### src/rtl/sd_cmd_engine_if.sv
// Host/phy signal bundle for the SD command engine.
// The engine uses the slave modport. The host/phy environment uses the master modport.
interface sd_cmd_engine_if #(
    parameter int ARG_W   = 32,
    parameter int RESP_W  = 128,
    parameter int FRAME_W = 136,
    parameter int CNT_W   = 16,
    parameter int RETRY_W = 2
);
    // host request side
    logic               new_command;
    logic [5:0]         cmd_index;
    logic [ARG_W-1:0]   cmd_argument;
    logic               timeout_enable;
    logic [CNT_W-1:0]   timeout_limit;
    // phy side
    logic               serial_ready;
    logic               strobe_in;
    logic [FRAME_W-1:0] cmd_in;
    logic               ack_in;
    // engine outputs
    logic               busy;
    logic               setup_done;
    logic [39:0]        cmd_out;
    logic               strobe_out;
    logic               ack_out;
    logic               idle_out;
    logic [RESP_W-1:0]  response;
    logic               command_complete;
    logic               command_index_error;
    logic               command_timeout;
    logic [RETRY_W-1:0] retry_count;

    modport slave (
        input  new_command, cmd_index, cmd_argument, timeout_enable, timeout_limit,
               serial_ready, strobe_in, cmd_in, ack_in,
        output busy, setup_done, cmd_out, strobe_out, ack_out, idle_out, response,
               command_complete, command_index_error, command_timeout, retry_count
    );

    modport master (
        output new_command, cmd_index, cmd_argument, timeout_enable, timeout_limit,
               serial_ready, strobe_in, cmd_in, ack_in,
        input  busy, setup_done, cmd_out, strobe_out, ack_out, idle_out, response,
               command_complete, command_index_error, command_timeout, retry_count
    );
endinterface

### src/rtl/sd_cmd_engine.sv
// SD command-path engine. It builds a command frame, hands it to the phy, waits for
// the response under a programmable timeout, and decodes the response by class.
// It retries on a timeout or an index mismatch. Every output is a flop.
module sd_cmd_engine #(
    parameter int ARG_W           = 32,
    parameter int RESP_W          = 128,
    parameter int FRAME_W         = 136,
    parameter int CNT_W           = 16,
    parameter int TIMEOUT_DEFAULT = 1024,
    parameter int MAX_RETRIES     = 2,
    parameter int RETRY_W         = 2
) (
    input  logic              clock,
    input  logic              reset,
    sd_cmd_engine_if.slave    bus
);

    typedef enum logic [2:0] {
        S_IDLE, S_SEND, S_WAIT_RESP, S_ACK, S_FINISH
    } state_t;

    typedef enum logic [2:0] {
        C_NONE, C_LONG, C_R3, C_STOP, C_SHORT
    } rclass_t;

    function automatic rclass_t classify(input logic [5:0] idx);
        case (idx)
            6'd0, 6'd4, 6'd15:  classify = C_NONE;
            6'd2, 6'd9, 6'd10:  classify = C_LONG;
            6'd41:              classify = C_R3;
            6'd12:              classify = C_STOP;
            default:            classify = C_SHORT;
        endcase
    endfunction

    state_t             state_q, state_d;
    logic [5:0]         idx_q, idx_d;
    logic [CNT_W-1:0]   cnt_q, cnt_d;
    logic               idx_err_pend_q, idx_err_pend_d;
    logic               busy_q, busy_d;
    logic               setup_done_q, setup_done_d;
    logic [39:0]        cmd_out_q, cmd_out_d;
    logic               strobe_out_q, strobe_out_d;
    logic               ack_out_q, ack_out_d;
    logic               idle_out_q, idle_out_d;
    logic [RESP_W-1:0]  response_q, response_d;
    logic               complete_q, complete_d;
    logic               idx_err_q, idx_err_d;
    logic               timeout_q, timeout_d;
    logic [RETRY_W-1:0] retry_q, retry_d;

    rclass_t            rcls;
    logic [CNT_W-1:0]   eff_limit;
    logic               retry_ok;

    // Frame bits outside the decoded fields are intentionally ignored.
    logic unused_frame_bits;
    assign unused_frame_bits = ^{bus.cmd_in[FRAME_W-1:128], bus.cmd_in[47:46], bus.cmd_in[7:0]};

    assign rcls      = classify(idx_q);
    assign eff_limit = (bus.timeout_limit == '0) ? CNT_W'(TIMEOUT_DEFAULT) : bus.timeout_limit;
    assign retry_ok  = (retry_q < RETRY_W'(MAX_RETRIES));

    // Next-state logic and next values of all registered outputs.
    always_comb begin
        state_d        = state_q;
        idx_d          = idx_q;
        cnt_d          = cnt_q;
        idx_err_pend_d = idx_err_pend_q;
        cmd_out_d      = cmd_out_q;
        response_d     = response_q;
        idx_err_d      = idx_err_q;
        timeout_d      = timeout_q;
        retry_d        = retry_q;

        case (state_q)
            S_IDLE: begin
                if (bus.new_command) begin
                    idx_d          = bus.cmd_index;
                    cmd_out_d      = {2'b01, bus.cmd_index, 32'(bus.cmd_argument)};
                    response_d     = '0;
                    idx_err_d      = 1'b0;
                    timeout_d      = 1'b0;
                    retry_d        = '0;
                    idx_err_pend_d = 1'b0;
                    state_d        = S_SEND;
                end
            end
            S_SEND: begin
                if (bus.serial_ready) begin
                    if (rcls == C_NONE) begin
                        state_d = S_FINISH;
                    end else begin
                        cnt_d   = '0;
                        state_d = S_WAIT_RESP;
                    end
                end
            end
            S_WAIT_RESP: begin
                if (bus.strobe_in) begin
                    // A mismatched frame leaves the response at zero. The retry decision is made in ACK.
                    response_d     = '0;
                    idx_err_pend_d = 1'b0;
                    case (rcls)
                        C_LONG: response_d[119:0] = bus.cmd_in[127:8];
                        C_R3:   response_d[31:0]  = bus.cmd_in[39:8];
                        C_STOP: begin
                            if (bus.cmd_in[45:40] == idx_q) response_d[127:96] = bus.cmd_in[39:8];
                            else                            idx_err_pend_d     = 1'b1;
                        end
                        default: begin
                            if (bus.cmd_in[45:40] == idx_q) response_d[31:0] = bus.cmd_in[39:8];
                            else                            idx_err_pend_d   = 1'b1;
                        end
                    endcase
                    state_d = S_ACK;
                end else if (bus.timeout_enable && (cnt_q == eff_limit)) begin
                    if (retry_ok) begin
                        retry_d = retry_q + 1'b1;
                        state_d = S_SEND;
                    end else begin
                        timeout_d = 1'b1;
                        state_d   = S_FINISH;
                    end
                end else if (cnt_q != '1) begin
                    cnt_d = cnt_q + 1'b1;
                end
            end
            S_ACK: begin
                if (bus.ack_in) begin
                    if (idx_err_pend_q) begin
                        if (retry_ok) begin
                            retry_d = retry_q + 1'b1;
                            state_d = S_SEND;
                        end else begin
                            idx_err_d = 1'b1;
                            state_d   = S_FINISH;
                        end
                    end else begin
                        state_d = S_FINISH;
                    end
                end
            end
            S_FINISH: state_d = S_IDLE;
            default:  state_d = S_IDLE;
        endcase

        // Outputs are derived from the next state, so they line up with the state register.
        busy_d       = (state_d != S_IDLE);
        idle_out_d   = (state_d == S_IDLE);
        strobe_out_d = (state_d == S_SEND) || (state_d == S_WAIT_RESP);
        ack_out_d    = (state_d == S_ACK);
        complete_d   = (state_d == S_FINISH);
        setup_done_d = (state_d == S_SEND) && (state_q != S_SEND);
    end

    // State, context and output registers with synchronous reset.
    always_ff @(posedge clock) begin
        if (reset) begin
            state_q        <= S_IDLE;
            idx_q          <= '0;
            cnt_q          <= '0;
            idx_err_pend_q <= 1'b0;
            busy_q         <= 1'b0;
            setup_done_q   <= 1'b0;
            cmd_out_q      <= '0;
            strobe_out_q   <= 1'b0;
            ack_out_q      <= 1'b0;
            idle_out_q     <= 1'b1;
            response_q     <= '0;
            complete_q     <= 1'b0;
            idx_err_q      <= 1'b0;
            timeout_q      <= 1'b0;
            retry_q        <= '0;
        end else begin
            state_q        <= state_d;
            idx_q          <= idx_d;
            cnt_q          <= cnt_d;
            idx_err_pend_q <= idx_err_pend_d;
            busy_q         <= busy_d;
            setup_done_q   <= setup_done_d;
            cmd_out_q      <= cmd_out_d;
            strobe_out_q   <= strobe_out_d;
            ack_out_q      <= ack_out_d;
            idle_out_q     <= idle_out_d;
            response_q     <= response_d;
            complete_q     <= complete_d;
            idx_err_q      <= idx_err_d;
            timeout_q      <= timeout_d;
            retry_q        <= retry_d;
        end
    end

    assign bus.busy                = busy_q;
    assign bus.setup_done          = setup_done_q;
    assign bus.cmd_out             = cmd_out_q;
    assign bus.strobe_out          = strobe_out_q;
    assign bus.ack_out             = ack_out_q;
    assign bus.idle_out            = idle_out_q;
    assign bus.response            = response_q;
    assign bus.command_complete    = complete_q;
    assign bus.command_index_error = idx_err_q;
    assign bus.command_timeout     = timeout_q;
    assign bus.retry_count         = retry_q;

endmodule

### src/flat_wrapper.sv
// flat-port wrapper written by rule: the top's interface ports become plain ports
module sd_cmd_engine_flat 
#(
    parameter int ARG_W           = 32,
    parameter int RESP_W          = 128,
    parameter int FRAME_W         = 136,
    parameter int CNT_W           = 16,
    parameter int TIMEOUT_DEFAULT = 1024,
    parameter int MAX_RETRIES     = 2,
    parameter int RETRY_W         = 2
)
  (clock, reset, bus_new_command, bus_cmd_index, bus_cmd_argument, bus_timeout_enable, bus_timeout_limit, bus_serial_ready, bus_strobe_in, bus_cmd_in, bus_ack_in, bus_busy, bus_setup_done, bus_cmd_out, bus_strobe_out, bus_ack_out, bus_idle_out, bus_response, bus_command_complete, bus_command_index_error, bus_command_timeout, bus_retry_count);
  sd_cmd_engine_if #(.ARG_W(ARG_W), .RESP_W(RESP_W), .FRAME_W(FRAME_W), .CNT_W(CNT_W), .RETRY_W(RETRY_W)) bus_i ();
  input  logic clock;
  input  logic reset;
  input wire logic [$bits(bus_i.new_command)-1:0] bus_new_command;
  input wire logic [$bits(bus_i.cmd_index)-1:0] bus_cmd_index;
  input wire logic [$bits(bus_i.cmd_argument)-1:0] bus_cmd_argument;
  input wire logic [$bits(bus_i.timeout_enable)-1:0] bus_timeout_enable;
  input wire logic [$bits(bus_i.timeout_limit)-1:0] bus_timeout_limit;
  input wire logic [$bits(bus_i.serial_ready)-1:0] bus_serial_ready;
  input wire logic [$bits(bus_i.strobe_in)-1:0] bus_strobe_in;
  input wire logic [$bits(bus_i.cmd_in)-1:0] bus_cmd_in;
  input wire logic [$bits(bus_i.ack_in)-1:0] bus_ack_in;
  output wire logic [$bits(bus_i.busy)-1:0] bus_busy;
  output wire logic [$bits(bus_i.setup_done)-1:0] bus_setup_done;
  output wire logic [$bits(bus_i.cmd_out)-1:0] bus_cmd_out;
  output wire logic [$bits(bus_i.strobe_out)-1:0] bus_strobe_out;
  output wire logic [$bits(bus_i.ack_out)-1:0] bus_ack_out;
  output wire logic [$bits(bus_i.idle_out)-1:0] bus_idle_out;
  output wire logic [$bits(bus_i.response)-1:0] bus_response;
  output wire logic [$bits(bus_i.command_complete)-1:0] bus_command_complete;
  output wire logic [$bits(bus_i.command_index_error)-1:0] bus_command_index_error;
  output wire logic [$bits(bus_i.command_timeout)-1:0] bus_command_timeout;
  output wire logic [$bits(bus_i.retry_count)-1:0] bus_retry_count;
  assign bus_i.new_command = bus_new_command;
  assign bus_i.cmd_index = bus_cmd_index;
  assign bus_i.cmd_argument = bus_cmd_argument;
  assign bus_i.timeout_enable = bus_timeout_enable;
  assign bus_i.timeout_limit = bus_timeout_limit;
  assign bus_i.serial_ready = bus_serial_ready;
  assign bus_i.strobe_in = bus_strobe_in;
  assign bus_i.cmd_in = bus_cmd_in;
  assign bus_i.ack_in = bus_ack_in;
  assign bus_busy = bus_i.busy;
  assign bus_setup_done = bus_i.setup_done;
  assign bus_cmd_out = bus_i.cmd_out;
  assign bus_strobe_out = bus_i.strobe_out;
  assign bus_ack_out = bus_i.ack_out;
  assign bus_idle_out = bus_i.idle_out;
  assign bus_response = bus_i.response;
  assign bus_command_complete = bus_i.command_complete;
  assign bus_command_index_error = bus_i.command_index_error;
  assign bus_command_timeout = bus_i.command_timeout;
  assign bus_retry_count = bus_i.retry_count;
  sd_cmd_engine #(.ARG_W(ARG_W), .RESP_W(RESP_W), .FRAME_W(FRAME_W), .CNT_W(CNT_W), .TIMEOUT_DEFAULT(TIMEOUT_DEFAULT), .MAX_RETRIES(MAX_RETRIES), .RETRY_W(RETRY_W)) u_core (.clock(clock), .reset(reset), .bus(bus_i));
endmodule
### config.mk
export PLATFORM = sky130hd
export DESIGN_NAME = sd_cmd_engine_flat
export DESIGN_NICKNAME = d
export VERILOG_FILES = /design/src/rtl/sd_cmd_engine_if.sv /design/src/rtl/sd_cmd_engine.sv /design/src/flat_wrapper.sv
export SDC_FILE = /design/constraint.sdc
export NUM_CORES = 1
export LEC_CHECK = 0
export ABC_AREA = 0
export CORE_AREA = 2 2 145 147
export CTS_CLUSTER_DIAMETER = 80
export CTS_CLUSTER_SIZE = 25
export DETAILED_ROUTE_END_ITERATION = 6
export DIE_AREA = 0 0 147 149
export GPL_ROUTABILITY_DRIVEN = 0
export PLACE_DENSITY_LB_ADDON = 0.08
export SETUP_SLACK_MARGIN = 0.02
export SLEW_MARGIN = 30
export SYNTH_ARGS = -nofsm -noshare
export SYNTH_HDL_FRONTEND = slang
export SYNTH_SLANG_ARGS = --single-unit
export TNS_END_PERCENT = 10
### constraint.sdc
create_clock -name clock -period 6.1 [get_ports clock]
set_input_delay 1.22 -clock clock [delete_from_list [all_inputs] [get_ports clock]]
set_output_delay 1.22 -clock clock [all_outputs]
set_load 0.01 [all_outputs]
==> run_results.csv <==
group,metric,value,unit
place,dpl-instance-area,11500,sq um
timing,max_clock_freq,0.304,GHz
timing,rsz0062_at_grt,"no",
worst_setup_path,cp.required,6.44,ns
cts,cts_buffers,17,
cts,cts_max_level,4,
routing,vias,7672,
finish,fin_nets,1397,
floorplan,num_io_pins,375,
power_and_ir_drop,p_per_area,237,nW/um^2
power_and_ir_drop,ir_worst_vdd,0.178,mV
cts,cts_setup_buffers,0,
cts,cts_tree,"yes",
place,port_buffers,357,
power_and_ir_drop,p_sw_share,25.9,%
grt,grt_pass1_vias,7337,
timing,hold_violations,0,
yosys,synth-main-ff-cell,"dfxtp_1",
yosys,synth-seq-area-share,50.5,%
floorplan,die-area,21900,sq um
floorplan,num_rows,53,
routing,drtPass1Iterations,7,
finish,final_cell_area,12100,sq um
floorplan,core_area,20600,sq um
worst_setup_path,worstPathArrival,3.63,ns
grt,gr-total-overflow,0,
timing,tightestPinTransition,0.876,ns
yosys,synth_warnings,0,
cts,cts_root_buf,"clkbuf_16",
timing,setup-tns-final,0,ns
yosys,syn_nets,1087,
grt,grt_pass1_wl,40000,um
routing,wirelength,26100,um
finish,area_delta_synth_final,55.4,%
flow_run,cap_violations,0,
cts,cts_sinks,197,
power_and_ir_drop,p_seq_share,46.4,%
finish,drive_gt1_share,4.62,%
yosys,synthCells,889,
power_and_ir_drop,power_frac_clock,40.7,%
routing,viasPerCell,5.16,
yosys,synth_cell_type_count,55,
yosys,synth_top_cell_by_area,"dfxtp_1",
worst_setup_path,worst_setup_path_start_kind,"input port",
timing,max_slew_margin,41.6,%
cts,clock_path_buffers,2,
floorplan,start_util,38.0,%
routing,drt_iter0_markers,479,
outcome,outcome,"finished clean",
yosys,synth-seq-cells,197,
floorplan,die_w,147,um
cts,ctsResizeCount,0,
place,dp_hpwl,17900,um
place,place_ws,2.36,ns
yosys,synthArstFlopShare,0,%
power_and_ir_drop,p_int,2.13,mW
power_and_ir_drop,pwr-share-comb,13.0,%
grt,grt_max_degree,101,
power_and_ir_drop,p_switching,0.747,mW
routing,ant_nets,0,
yosys,yosys.area.top_type_share,50.5,%
routing,route.detailed.drc,0,
timing,final-setup-viol-count,0,
routing,avgRoutedWirePerCell,17.5,um
cts,cts_hold_buf,0,
yosys,synth_area_leaders,"dfxtp_1 (50%), a22oi_1 (12%), nor2_1 (7.1%)",
cts,clk_pin_slew,0.07,ns
timing,fin_ws,2.81,ns
grt,antenna_found_initial,0,
timing,maxSlewViolCount,0,
min_path,hold_path_class,"flop to flop",
timing,fin_crit_sh,53.9,%
worst_setup_path,crit_type,"input port to flop",
worst_setup_path,worstPathMaxFanout,30,
power_and_ir_drop,p_leak,4.13,nW
timing,period_needed,3.29,ns
worst_setup_path,cp-end-kind,"flop",
floorplan,die_h,149,um
cts,clkLatencyLatePin,0.43,ns
yosys,synth.cell_area,7810,sq um
yosys,synth.avg_cell_area,8.79,sq um
grt,gr-usage-all-layers,22.8,%
timing,finClkSkew,0.0143,ns
finish,num_antenna_cells,0,
yosys,synth_edf_count,0,
==> sequential cells by signal (all words and copies together), names as in the netlist <==
name / count
u_core.bus.ack_out: 1
u_core.bus.busy: 1
u_core.bus.cmd_out: 34
u_core.bus.command_complete: 1
u_core.bus.command_index_error: 1
u_core.bus.command_timeout: 1
u_core.bus.idle_out: 1
u_core.bus.response: 128
u_core.bus.retry_count: 2
u_core.bus.setup_done: 1
u_core.bus.strobe_out: 1
u_core.cnt_q: 16
u_core.idx_err_pend_q: 1
u_core.idx_q: 5
u_core.state_q: 3
==> worst max-delay path, cell delays in order <==
cell             delay [ns]
clkdlybuf4s50_1        0.45
nor4_1                 0.32
a41oi_1                0.17
xnor2_1                0.49
nor3_2                 0.09
buf_4                  0.24
or4_1                  0.49
a21oi_1                0.16
==> metal layers <==
| metal | up-vias | part of all wire, % | wire, um | GRT usage [%] |
|---|---|---|---|---|
| li1 | 3807 | - | - | - |
| met4 | 0 | 2.0 | 520 | 6.20 |
| met3 | 28 | 8.5 | 2220 | 8.44 |
| met2 | 279 | 48 | 12500 | 37.9 |
| met5 | - | 0 | 0 | 0 |
| met1 | 3558 | 42 | 10900 | 28.1 |
==> logic make-up (layout without fill, tap and decap cells) <==
group | after synthesis | count (layout) | share of synthesized area (%)
and+or+nand+nor | 328 | 328 | 18.8
AOI/OAI and AO/OA | 259 | 259 | 23.6
DFF | 197 | 197 | 50.5
buffers and inverters | 80 | 403 | 4.23
xor gates and xnor gates | 22 | 22 | 2.56
adders and majority gates | 1 | 1 | 0.160
other | 1 | 1 | 0.0480
muxes | 1 | 1 | 0.128
==> layout make-up <==
type | count | area [sq um]
fill | 1888 | 8420
sequential | 197 | 3940
timing repair buffer | 367 | 3650
multi-input combinational | 612 | 3570
clock buffer | 17 | 425
tap | 275 | 344
clock inverter | 15 | 191
inverter | 4 | 15.0
==> worst paths after layout <==
path	to	slack (ns)	cells after the start	start
max	u_core.cnt_q[7]	2.81	8	bus_timeout_limit[1]
max reg2reg	u_core.bus.response[80]	3.15	7	u_core.idx_q[0]
min reg2reg	u_core.bus.cmd_out[5]	0.45	2	u_core.bus.cmd_out[5]
min	u_core.bus.cmd_out[5]	0.45	2	u_core.bus.cmd_out[5]
==> cells in the mapped netlist, types with 8 or more instances <==
master / count
nand2_1: 97
or4_1: 12
a22oi_1: 128
o31ai_1: 11
nand4_1: 11
a21oi_1: 60
nor4_1: 8
buf_2: 9
clkbuf_1: 62
dfxtp_1: 197
nand2b_1: 9
nand3_1: 13
nor2_1: 147
xnor2_1: 15
a2bb2oi_1: 24
==> cells in the final DEF, fill, tap and decap left out, types with 6 or more instances in the layout <==
cell type / Yosys / layout
nand2b_1: 9 / 9
or4_1: 12 / 12
nand3_1: 13 / 13
xnor2_1: 15 / 15
clkdlybuf4s50_1: 0 / 356
nand4_1: 11 / 11
o31ai_1: 11 / 11
xor2_1: 6 / 6
clkbuf_16: 0 / 17
buf_4: 3 / 10
a21oi_1: 60 / 59
nor4_1: 8 / 8
nand2_1: 97 / 97
a22oi_1: 128 / 128
nor2_1: 147 / 147
nor3_1: 7 / 6
dfxtp_1: 197 / 197
a2bb2oi_1: 24 / 24
==> through the flow <==
step	util [%]	total power [mW]	cells	hold slack, ns
final	59.1	2.88	1487	0.453
after global routing	59.1	3.00	1487	0.476
after CTS	59.0	2.90	1487	0.456
after detailed placement	56.0	1.74	1455	0.446
after global placement	56.0	1.74	1455	0.442
after floorplan	-	1.52	889	0.474
==> power groups by stage <==
| stage | clock network, mW | logic [mW] | registers, mW |
|---|---|---|---|
| 6_report | 1.17 | 0.373 | 1.34 |
| 3_5_place_dp | 0 | 0.373 | 1.37 |
| 4_1_cts | 1.19 | 0.375 | 1.34 |
| 2_1_floorplan | 0 | 0.154 | 1.37 |
| 3_3_place_gp | 0 | 0.375 | 1.36 |
| 5_1_grt | 1.25 | 0.405 | 1.34 |
No activity file was read; power rests on OpenSTA's default activity.
